<file path="config.mk">
export PLATFORM = sky130hd
export DESIGN_NAME = pixel_color_matrix
export DESIGN_NICKNAME = d
export VERILOG_FILES = /design/src/rtl/pixel_pkg.sv /design/src/rtl/cm_row_mac.sv /design/src/rtl/pixel_color_matrix.sv
export SDC_FILE = /design/constraint.sdc
export NUM_CORES = 2
export LEC_CHECK = 0
export BUFFER_PORTS_ARGS = -buffer_cell sky130_fd_sc_hd__buf_4
export CAP_MARGIN = 5
export CORE_MARGIN = 4
export CORE_UTILIZATION = 50
export DETAILED_ROUTE_END_ITERATION = 6
export HOLD_SLACK_MARGIN = 0.03
export PLACE_DENSITY = 0.66
export SLEW_MARGIN = 40
export SYNTH_ARGS = -nofsm -noshare
export SYNTH_HDL_FRONTEND = slang
export SYNTH_HIERARCHICAL = 1
export SYNTH_SLANG_ARGS = --single-unit
</file>
<file path="constraint.sdc">
create_clock -name clk -period 14.05 [get_ports clk]
set_input_delay 1.405 -clock clk [delete_from_list [all_inputs] [get_ports clk]]
set_output_delay 1.405 -clock clk [all_outputs]
set_load 0.01 [all_outputs]
</file>
<file path="src/rtl/pixel_pkg.sv">
// Shared definitions for the pixel colour-matrix filter.
//   - default widths for pixel components, coefficients and image dimensions
//   - colour mode encoding
//   - fixed Q2.10 coefficient banks, row-major (row = output R,G,B; column = input R,G,B)
package pixel_pkg;

  localparam int unsigned PIX_W_DEFAULT  = 8;
  localparam int unsigned COEF_W_DEFAULT = 12;
  localparam int unsigned FRAC_DEFAULT   = 10;
  localparam int unsigned DIM_W_DEFAULT  = 12;

  localparam int unsigned NUM_COEF = 9;

  typedef enum logic [1:0] {
    MODE_BYPASS = 2'd0,
    MODE_GRAY   = 2'd1,
    MODE_SEPIA  = 2'd2,
    MODE_CUSTOM = 2'd3
  } pixMode_t;

  typedef logic signed [COEF_W_DEFAULT-1:0] coef_t;
  typedef coef_t coefBank_t [NUM_COEF];

  localparam int IDENTITY_BANK [NUM_COEF] = '{1024,    0,    0,
                                                 0, 1024,    0,
                                                 0,    0, 1024};

  localparam int SEPIA_BANK [NUM_COEF] = '{402, 787, 194,
                                           357, 702, 172,
                                           279, 547, 134};

  localparam int GRAY_BANK [NUM_COEF] = '{306, 601, 117,
                                          306, 601, 117,
                                          306, 601, 117};

endpackage

</file>
<file path="src/rtl/cm_row_mac.sv">
// One output row of the colour matrix: three signed multiplies, sum with
// half-LSB rounding, arithmetic shift and clamp to the pixel range.
// Three register stages (products, rounded sum, clamped pixel) share one
// stall enable so all rows of the matrix move in lock-step.
// Ports:
//   clk, rst                  clock, synchronous active-high reset
//   en                        advance the pipeline
//   inR, inG, inB             unsigned input components
//   coefR, coefG, coefB       signed Q(x).FRAC coefficients for this row
//   outPix                    clamped output component (valid 3 enables later)
module cm_row_mac #(
  parameter int unsigned PIX_W  = 8,
  parameter int unsigned COEF_W = 12,
  parameter int unsigned FRAC   = 10
) (
  input  logic              clk,
  input  logic              rst,
  input  logic              en,
  input  logic [PIX_W-1:0]  inR,
  input  logic [PIX_W-1:0]  inG,
  input  logic [PIX_W-1:0]  inB,
  input  logic [COEF_W-1:0] coefR,
  input  logic [COEF_W-1:0] coefG,
  input  logic [COEF_W-1:0] coefB,
  output logic [PIX_W-1:0]  outPix
);

  localparam int unsigned PROD_W = PIX_W + COEF_W + 1;
  // Three products of PROD_W bits plus the rounding term cannot overflow this.
  localparam int unsigned SUM_W  = PIX_W + COEF_W + 3;
  localparam logic signed [SUM_W-1:0] ROUND_HALF = SUM_W'(1) <<< (FRAC - 1);

  logic signed [PROD_W-1:0] prodRD, prodGD, prodBD;
  logic signed [PROD_W-1:0] prodRQ, prodGQ, prodBQ;
  logic signed [SUM_W-1:0]  sumD, sumQ;
  logic signed [SUM_W-1:0]  shifted;
  logic [PIX_W-1:0]         pixD;

  // Pixels are unsigned: zero-extend by one bit before the signed multiply.
  always_comb begin
    prodRD = $signed({1'b0, inR}) * $signed(coefR);
    prodGD = $signed({1'b0, inG}) * $signed(coefG);
    prodBD = $signed({1'b0, inB}) * $signed(coefB);
  end

  always_comb begin
    sumD = SUM_W'(prodRQ) + SUM_W'(prodGQ) + SUM_W'(prodBQ) + ROUND_HALF;
  end

  always_comb begin
    shifted = sumQ >>> FRAC;
    pixD    = shifted[PIX_W-1:0];
    if (shifted[SUM_W-1]) begin
      pixD = '0;
    end else if (|shifted[SUM_W-2:PIX_W]) begin
      pixD = '1;
    end
  end

  always_ff @(posedge clk) begin
    if (rst) begin
      prodRQ <= '0;
      prodGQ <= '0;
      prodBQ <= '0;
      sumQ   <= '0;
      outPix <= '0;
    end else if (en) begin
      prodRQ <= prodRD;
      prodGQ <= prodGD;
      prodBQ <= prodBD;
      sumQ   <= sumD;
      outPix <= pixD;
    end
  end

endmodule

</file>
<file path="src/rtl/pixel_color_matrix.sv">
// Streaming RGB colour-matrix filter (bypass, grayscale, sepia, custom 3x3).
// Three-stage pipeline with a single global stall; frame sideband travels with
// each pixel and the output side counts pixels to flag end-of-frame.
// Ports:
//   clk, rst                      clock, synchronous active-high reset
//   mode                          0 bypass, 1 grayscale, 2 sepia, 3 custom
//   img_w, img_h                  frame dimensions (0 in either = never done)
//   cfg_we, cfg_addr, cfg_data    write one custom coefficient (index 0..8)
//   in_valid, in_ready, in_sof    input handshake and first-pixel flag
//   in_r, in_g, in_b              input components
//   out_valid, out_ready          output handshake
//   out_sof, out_eof              frame flags aligned with the output pixel
//   out_r, out_g, out_b           output components
//   frame_done                    pulse on the last-pixel output handshake
//   frame_err                     sticky: sof seen while a frame was in progress
module pixel_color_matrix
  import pixel_pkg::*;
#(
  parameter int unsigned PIX_W  = PIX_W_DEFAULT,
  parameter int unsigned COEF_W = COEF_W_DEFAULT,
  parameter int unsigned FRAC   = FRAC_DEFAULT,
  parameter int unsigned DIM_W  = DIM_W_DEFAULT
) (
  input  logic              clk,
  input  logic              rst,
  input  logic [1:0]        mode,
  input  logic [DIM_W-1:0]  img_w,
  input  logic [DIM_W-1:0]  img_h,
  input  logic              cfg_we,
  input  logic [3:0]        cfg_addr,
  input  logic [COEF_W-1:0] cfg_data,
  input  logic              in_valid,
  output logic              in_ready,
  input  logic              in_sof,
  input  logic [PIX_W-1:0]  in_r,
  input  logic [PIX_W-1:0]  in_g,
  input  logic [PIX_W-1:0]  in_b,
  output logic              out_valid,
  input  logic              out_ready,
  output logic              out_sof,
  output logic              out_eof,
  output logic [PIX_W-1:0]  out_r,
  output logic [PIX_W-1:0]  out_g,
  output logic [PIX_W-1:0]  out_b,
  output logic              frame_done,
  output logic              frame_err
);

  localparam int unsigned CNT_W = 2 * DIM_W;

  logic adv, accept, loadBank, outHs;

  logic [COEF_W-1:0] stageBank  [NUM_COEF];
  logic [COEF_W-1:0] activeBank [NUM_COEF];
  logic [COEF_W-1:0] newBank    [NUM_COEF];
  logic [COEF_W-1:0] useBank    [NUM_COEF];

  logic [2:0] validQ, sofQ;

  logic [CNT_W-1:0] countD, countQ;
  logic [CNT_W-1:0] total, lastIdx;
  logic             dimsOk, isLast;
  logic             errD, errQ;

  // Bubbles are not squeezed out: the whole pipe either moves or freezes.
  assign adv      = !validQ[2] || out_ready;
  assign in_ready = adv;
  assign accept   = in_valid && adv;
  assign loadBank = accept && in_sof;

  always_comb begin
    for (int i = 0; i < NUM_COEF; i++) begin
      newBank[i] = stageBank[i];
      unique case (pixMode_t'(mode))
        MODE_BYPASS: newBank[i] = COEF_W'(IDENTITY_BANK[i]);
        MODE_GRAY:   newBank[i] = COEF_W'(GRAY_BANK[i]);
        MODE_SEPIA:  newBank[i] = COEF_W'(SEPIA_BANK[i]);
        MODE_CUSTOM: newBank[i] = stageBank[i];
      endcase
    end
  end

  // The sof pixel itself is processed with the bank it is about to latch.
  always_comb begin
    for (int i = 0; i < NUM_COEF; i++) begin
      useBank[i] = loadBank ? newBank[i] : activeBank[i];
    end
  end

  // A write coinciding with a bank load only reaches staging; the load sees
  // the pre-write value because both sample the same old register state.
  always_ff @(posedge clk) begin
    if (rst) begin
      for (int i = 0; i < NUM_COEF; i++) begin
        stageBank[i]  <= COEF_W'(IDENTITY_BANK[i]);
        activeBank[i] <= COEF_W'(IDENTITY_BANK[i]);
      end
    end else begin
      if (cfg_we && (cfg_addr < 4'(NUM_COEF))) begin
        stageBank[cfg_addr] <= cfg_data;
      end
      if (loadBank) begin
        for (int i = 0; i < NUM_COEF; i++) begin
          activeBank[i] <= newBank[i];
        end
      end
    end
  end

  always_ff @(posedge clk) begin
    if (rst) begin
      validQ <= '0;
      sofQ   <= '0;
    end else if (adv) begin
      validQ <= {validQ[1:0], in_valid};
      sofQ   <= {sofQ[1:0], in_valid && in_sof};
    end
  end

  cm_row_mac #(
    .PIX_W  (PIX_W),
    .COEF_W (COEF_W),
    .FRAC   (FRAC)
  ) u_rowR (
    .clk    (clk),
    .rst    (rst),
    .en     (adv),
    .inR    (in_r),
    .inG    (in_g),
    .inB    (in_b),
    .coefR  (useBank[0]),
    .coefG  (useBank[1]),
    .coefB  (useBank[2]),
    .outPix (out_r)
  );

  cm_row_mac #(
    .PIX_W  (PIX_W),
    .COEF_W (COEF_W),
    .FRAC   (FRAC)
  ) u_rowG (
    .clk    (clk),
    .rst    (rst),
    .en     (adv),
    .inR    (in_r),
    .inG    (in_g),
    .inB    (in_b),
    .coefR  (useBank[3]),
    .coefG  (useBank[4]),
    .coefB  (useBank[5]),
    .outPix (out_g)
  );

  cm_row_mac #(
    .PIX_W  (PIX_W),
    .COEF_W (COEF_W),
    .FRAC   (FRAC)
  ) u_rowB (
    .clk    (clk),
    .rst    (rst),
    .en     (adv),
    .inR    (in_r),
    .inG    (in_g),
    .inB    (in_b),
    .coefR  (useBank[6]),
    .coefG  (useBank[7]),
    .coefB  (useBank[8]),
    .outPix (out_b)
  );

  assign out_valid = validQ[2];
  assign out_sof   = sofQ[2];
  assign outHs     = validQ[2] && out_ready;

  assign total   = CNT_W'(img_w) * CNT_W'(img_h);
  assign lastIdx = total - CNT_W'(1);
  assign dimsOk  = (img_w != '0) && (img_h != '0);
  assign isLast  = dimsOk && (countQ == lastIdx);

  assign out_eof    = validQ[2] && isLast;
  assign frame_done = outHs && isLast;
  assign frame_err  = errQ;

  // Completion wins over a restart so single-pixel frames still finish.
  always_comb begin
    countD = countQ;
    errD   = errQ;
    if (outHs) begin
      if (isLast) begin
        countD = '0;
      end else if (sofQ[2]) begin
        countD = CNT_W'(1);
      end else begin
        countD = countQ + CNT_W'(1);
      end
      if (sofQ[2] && (countQ != '0)) begin
        errD = 1'b1;
      end
    end
  end

  always_ff @(posedge clk) begin
    if (rst) begin
      countQ <= '0;
      errQ   <= 1'b0;
    end else begin
      countQ <= countD;
      errQ   <= errD;
    end
  end

endmodule

</file>
==> summary.txt <==
Status
  • Status: finished, final reports clean

CTS
  • Deepest level of the CTS H-tree: 2
  • Root Buffer: clkbuf_16
  • Post-cts resize count: 0
  • Cts hold-fix bufs: 0
  • Clock Latency Late Sink: about 0.70 ns
  • Setup Buffers After CTS: 0
  • Reg clk slew, reported paths: 0.06 ns
  • CTS tree: yes
  • TritonCTS buffer count: about 60
  • CTS Sinks: 499
  • Clock buffer depth: 3

Setup path
  • Data required, critical path: around 13 ns
  • Path depth of the worst reg2reg path: 23
  • Critical path destination: out_eof
  • Critical path's largest stage delay: 0.56 ns
  • Worst Path Arrival: 7.19 ns
  • Kind of end point of the critical path: output pin
  • Worst R2R Setup Slack: slightly below 7 ns
  • Worst Path Max Fanout: 17
  • Most used cell, CP: fa_1
  • Critical-path cell list: buf_4 > nand2_1 > fa_1 > fa_1 > inv_1 > fa_1 > inv_1 > fa_1 > fa_1 > inv_1 > ha_1 > and2_1 > and3_1 > o2111ai_1 > a211o_1 > a221o_1 > nor4_4 > buf_4 > nand2_1 > nor4_1 > buf_4
  • Crit path kind: input pin to output pin
  • Critical Path Source: img_w[4]
  • Slowest cell on the critical path: fa_1
  • Crit start category: input pin
  • Reg2reg start: validQ[2]$_SDFFE_PP0N_
  • Worst R2R End: u_rowB/prodGQ[20]$_SDFFE_PP0P_

Yosys
  • Post-synth top area share: 27.95%
  • Post-synthesis cell type count: 100
  • Post-Syn Nets: between 8000 and 9000
  • Main area contributors after synthesis: fa_1, ha_1, edfxtp_1, dfxtp_1, inv_1
  • Async S/R FF share, synth: 0%
  • Register bit total from synthesis: approximately 500
  • Synthesized area per cell: around 9 µm²
  • Post-Syn Instances: around 7000
  • Synth Warn #: 6
  • Post-synth top flop: dfxtp_1
  • Sequential fraction of the synthesis area: roughly a fifth
  • Mapped Area: 0.06232 mm²
  • Cell accounting for the most synthesized area: fa_1
  • Post-synth EDFFs: ~220

Layout
  • Core Util, Final: a little over half
  • Post-layout nets: ~8500
  • Syn-to-layout area delta: 7.167%
  • Finished Cell Area: approximately 0.067 mm²
  • Share of cells above drive strength 1: between 4 and 5%

Timing
  • Highest Clock Rate: 0.1163 GHz
  • Final Critical Period: 8.599 ns
  • Slew HR: between 30% and 40%
  • RSZ-0062 raised after global routing: no
  • Final setup violation count: 0
  • Skew final: a little under 0.05 ns
  • Worst-Margin Slew: between 0.9 and 1 ns
  • Fin Setup TNS: 0 ns
  • Pins over their slew limit: 0
  • Final Hold Violating Endpoints: 0
  • Crit share post-route: 61.20%

Die
  • Die W: about 360 µm
  • Core area: around 0.12 mm²
  • I/O Pins: between 100 and 150
  • # rows: between 100 and 150
  • Starting Density: between 50% and 60%
  • Die ar.: about 0.13 mm²
  • DIE HEIGHT: about 360 µm

Placement
  • # port buffers: 101
  • Placed cell area: ~0.065 mm²
  • DPL Wire Length: 118900 µm
  • GP Congestion: just under 0.9

Detailed routing
  • Post-DR vias/cell: between 5 and 6
  • Vias: between 40000 and 50000
  • Initial DRC count: slightly above 3000
  • DRT Wirelength: about 160000 µm
  • DRC violations left: 0
  • DRT Pass-1 Iters: 6
  • WL per Instance: 17.90 µm
  • Detail Route Antenna Nets: 0

Power and ir drop
  • Clock network fraction of total power: roughly 14%
  • VDD IR-drop max: between 0.2 and 0.25 mV
  • Switch Pwr: just under 6 mW
  • Comb power frac: 68.7%
  • Leakage: 32.84 nW
  • Part of the power in registers: 17.4%
  • P_int: about 6.2 mW
  • PD cells: between 150 and 200 mW/mm²
  • Switching Fraction: around 48%

Global routing
  • Pin count of the biggest net entering global routing: 110
  • Initial antenna violation count: 17
  • First-pass GRT wire length: 256100 µm
  • Vias in the first global route: between 40000 and 50000
  • Global route overflow: 0
  • Tot GR Track Use: between 20 and 25%

Run
  • MaxCap Viol Count: 0

Worst hold path
  • Type of the most critical hold path: flop to flop
[sequential cells by signal (all words and copies together) (netlist names)]
signal         count
activeBank       108
stageBank        108
countQ            24
u_rowB/prodBQ     21
u_rowB/prodGQ     21
u_rowB/prodRQ     21
u_rowG/prodBQ     21
u_rowG/prodGQ     21
u_rowG/prodRQ     21
u_rowR/prodBQ     21
u_rowR/prodGQ     21
u_rowR/prodRQ     21
u_rowB/sumQ       13
u_rowG/sumQ       13
u_rowR/sumQ       13
u_rowB/outPix      8
u_rowG/outPix      8
u_rowR/outPix      8
sofQ               3
validQ             3
frame_err          1
[worst max-delay path: cells and delay by family]
family	cells	cell delay, ns
buf+inv	6	0.81
compound gates	3	0.99
fa+ha+maj	6	2.84
simple gates	6	1.15
[through the flow]
step           worst slack, ns  hold WS, ns  std cells  total power [mW]
2_1_floorplan            5.662       0.4257       7012             8.366
4_1_cts                  5.459       0.4519       8645             12.06
5_1_grt                  5.147       0.4713       8647             13.30
3_3_place_gp             5.385       0.4363       8532             10.15
6_report                 5.451       0.4493       8658             12.02
3_5_place_dp             5.198       0.4428       8533             10.30
[cells by family (layout without fill, tap and decap cells)]
kind of cell	after synthesis	count (layout)	share of synthesized area [%]
compound gates	983	983	10.03
xor+xnor	202	202	2.861
fa+ha+maj	1441	1441	39.41
buf+inv	1542	1540	9.309
flops	499	499	19.50
mux	125	125	2.012
other cells	0	11	0
simple gates	2220	2220	16.88
[metal layers]
metal	part of all wire (%)	vias to the layer above	global-route usage, %
met5	0.041	-	0
met4	2.1	10	5.207
met3	5.8	201	3.757
met2	47	1178	40.59
met1	45	23220	33.01
li1	-	22190	-
[area by class of cell]
cell class                      count  area (µm²)
Sequential cell                   499       12150
Inverter                         1272        4783
Multi-Input combinational cell   4971       44430
Clock buffer                       78        1662
Clock inverter                     34       454.2
Tap cell                         1637        2048
Antenna cell                       11       27.53
Fill cell                       11400       57010
Timing Repair Buffer              156        1235
[synth_stat cells, types with 37 or more instances]
cell type  number
a21o_1         72
and2_1        546
nand2b_1       37
inv_1        1270
mux2i_1       123
nand3_1        68
fa_1          870
dfxtp_1       283
nor3_1         51
a21oi_1       244
xor2_1         66
clkbuf_1      245
nor2_1        429
xnor2_1       135
edfxtp_1      216
ha_1          571
o21ai_0       305
a211oi_1       56
nand2_1       915
[cell usage in the layout (no fill, tap or decap), types with 9 or more instances in the layout]
cell and count:
a211o_1 13, nor4_1 20, edfxtp_1 216, xor2_1 66, and3_1 26, o41ai_1 13, o211ai_1 24, clkbuf_16 61
nand4_1 24, or4_1 10, o21bai_1 33, nor2b_1 17, a21oi_1 244, o31ai_1 14, mux2i_1 123, o21ai_1 106
nand2b_1 36, nor3_1 51, or3_1 15, nor2_1 425, a21o_1 72, nand2_1 911, xnor2_1 135, or2_2 14
ha_1 571, nand3_1 67, a31oi_1 32, o21ai_0 226, dfxtp_1 283, o22ai_1 9, a211oi_1 56, diode_2 11
inv_1 1269, o21a_1 25, buf_4 149, fa_1 870, and2_1 546, nor3b_1 9
[worst min path at each step]
| stage | start | cells past startpoint | end |
|---|---|---|---|
| floorplan | u_rowB/sumQ[10]$_SDFFE_PP0P_ | 2 | u_rowB/sumQ[10]$_SDFFE_PP0P_ |
| global placement | u_rowG/sumQ[12]$_SDFFE_PP0P_ | 2 | u_rowG/sumQ[12]$_SDFFE_PP0P_ |
| detailed placement | u_rowB/sumQ[17]$_SDFFE_PP0P_ | 2 | u_rowB/sumQ[17]$_SDFFE_PP0P_ |
| CTS | u_rowB/sumQ[17]$_SDFFE_PP0P_ | 2 | u_rowB/sumQ[17]$_SDFFE_PP0P_ |
| global route | sofQ[1]$_SDFFE_PP0N_ | 2 | sofQ[2]$_SDFFE_PP0N_ |
| finish | u_rowB/sumQ[17]$_SDFFE_PP0P_ | 2 | u_rowB/sumQ[17]$_SDFFE_PP0P_ |
[power by group through the flow]
stage	clock (mW)	sequential [mW]	combinational [mW]
final	1.67	2.09	8.26
after floorplan	0	2.03	6.33
after detailed placement	0	2.13	8.18
after global routing	1.76	2.13	9.41
after CTS	1.71	2.10	8.26
after global placement	0	2.12	8.03
Note: power is estimated with default switching activity, not from simulation.
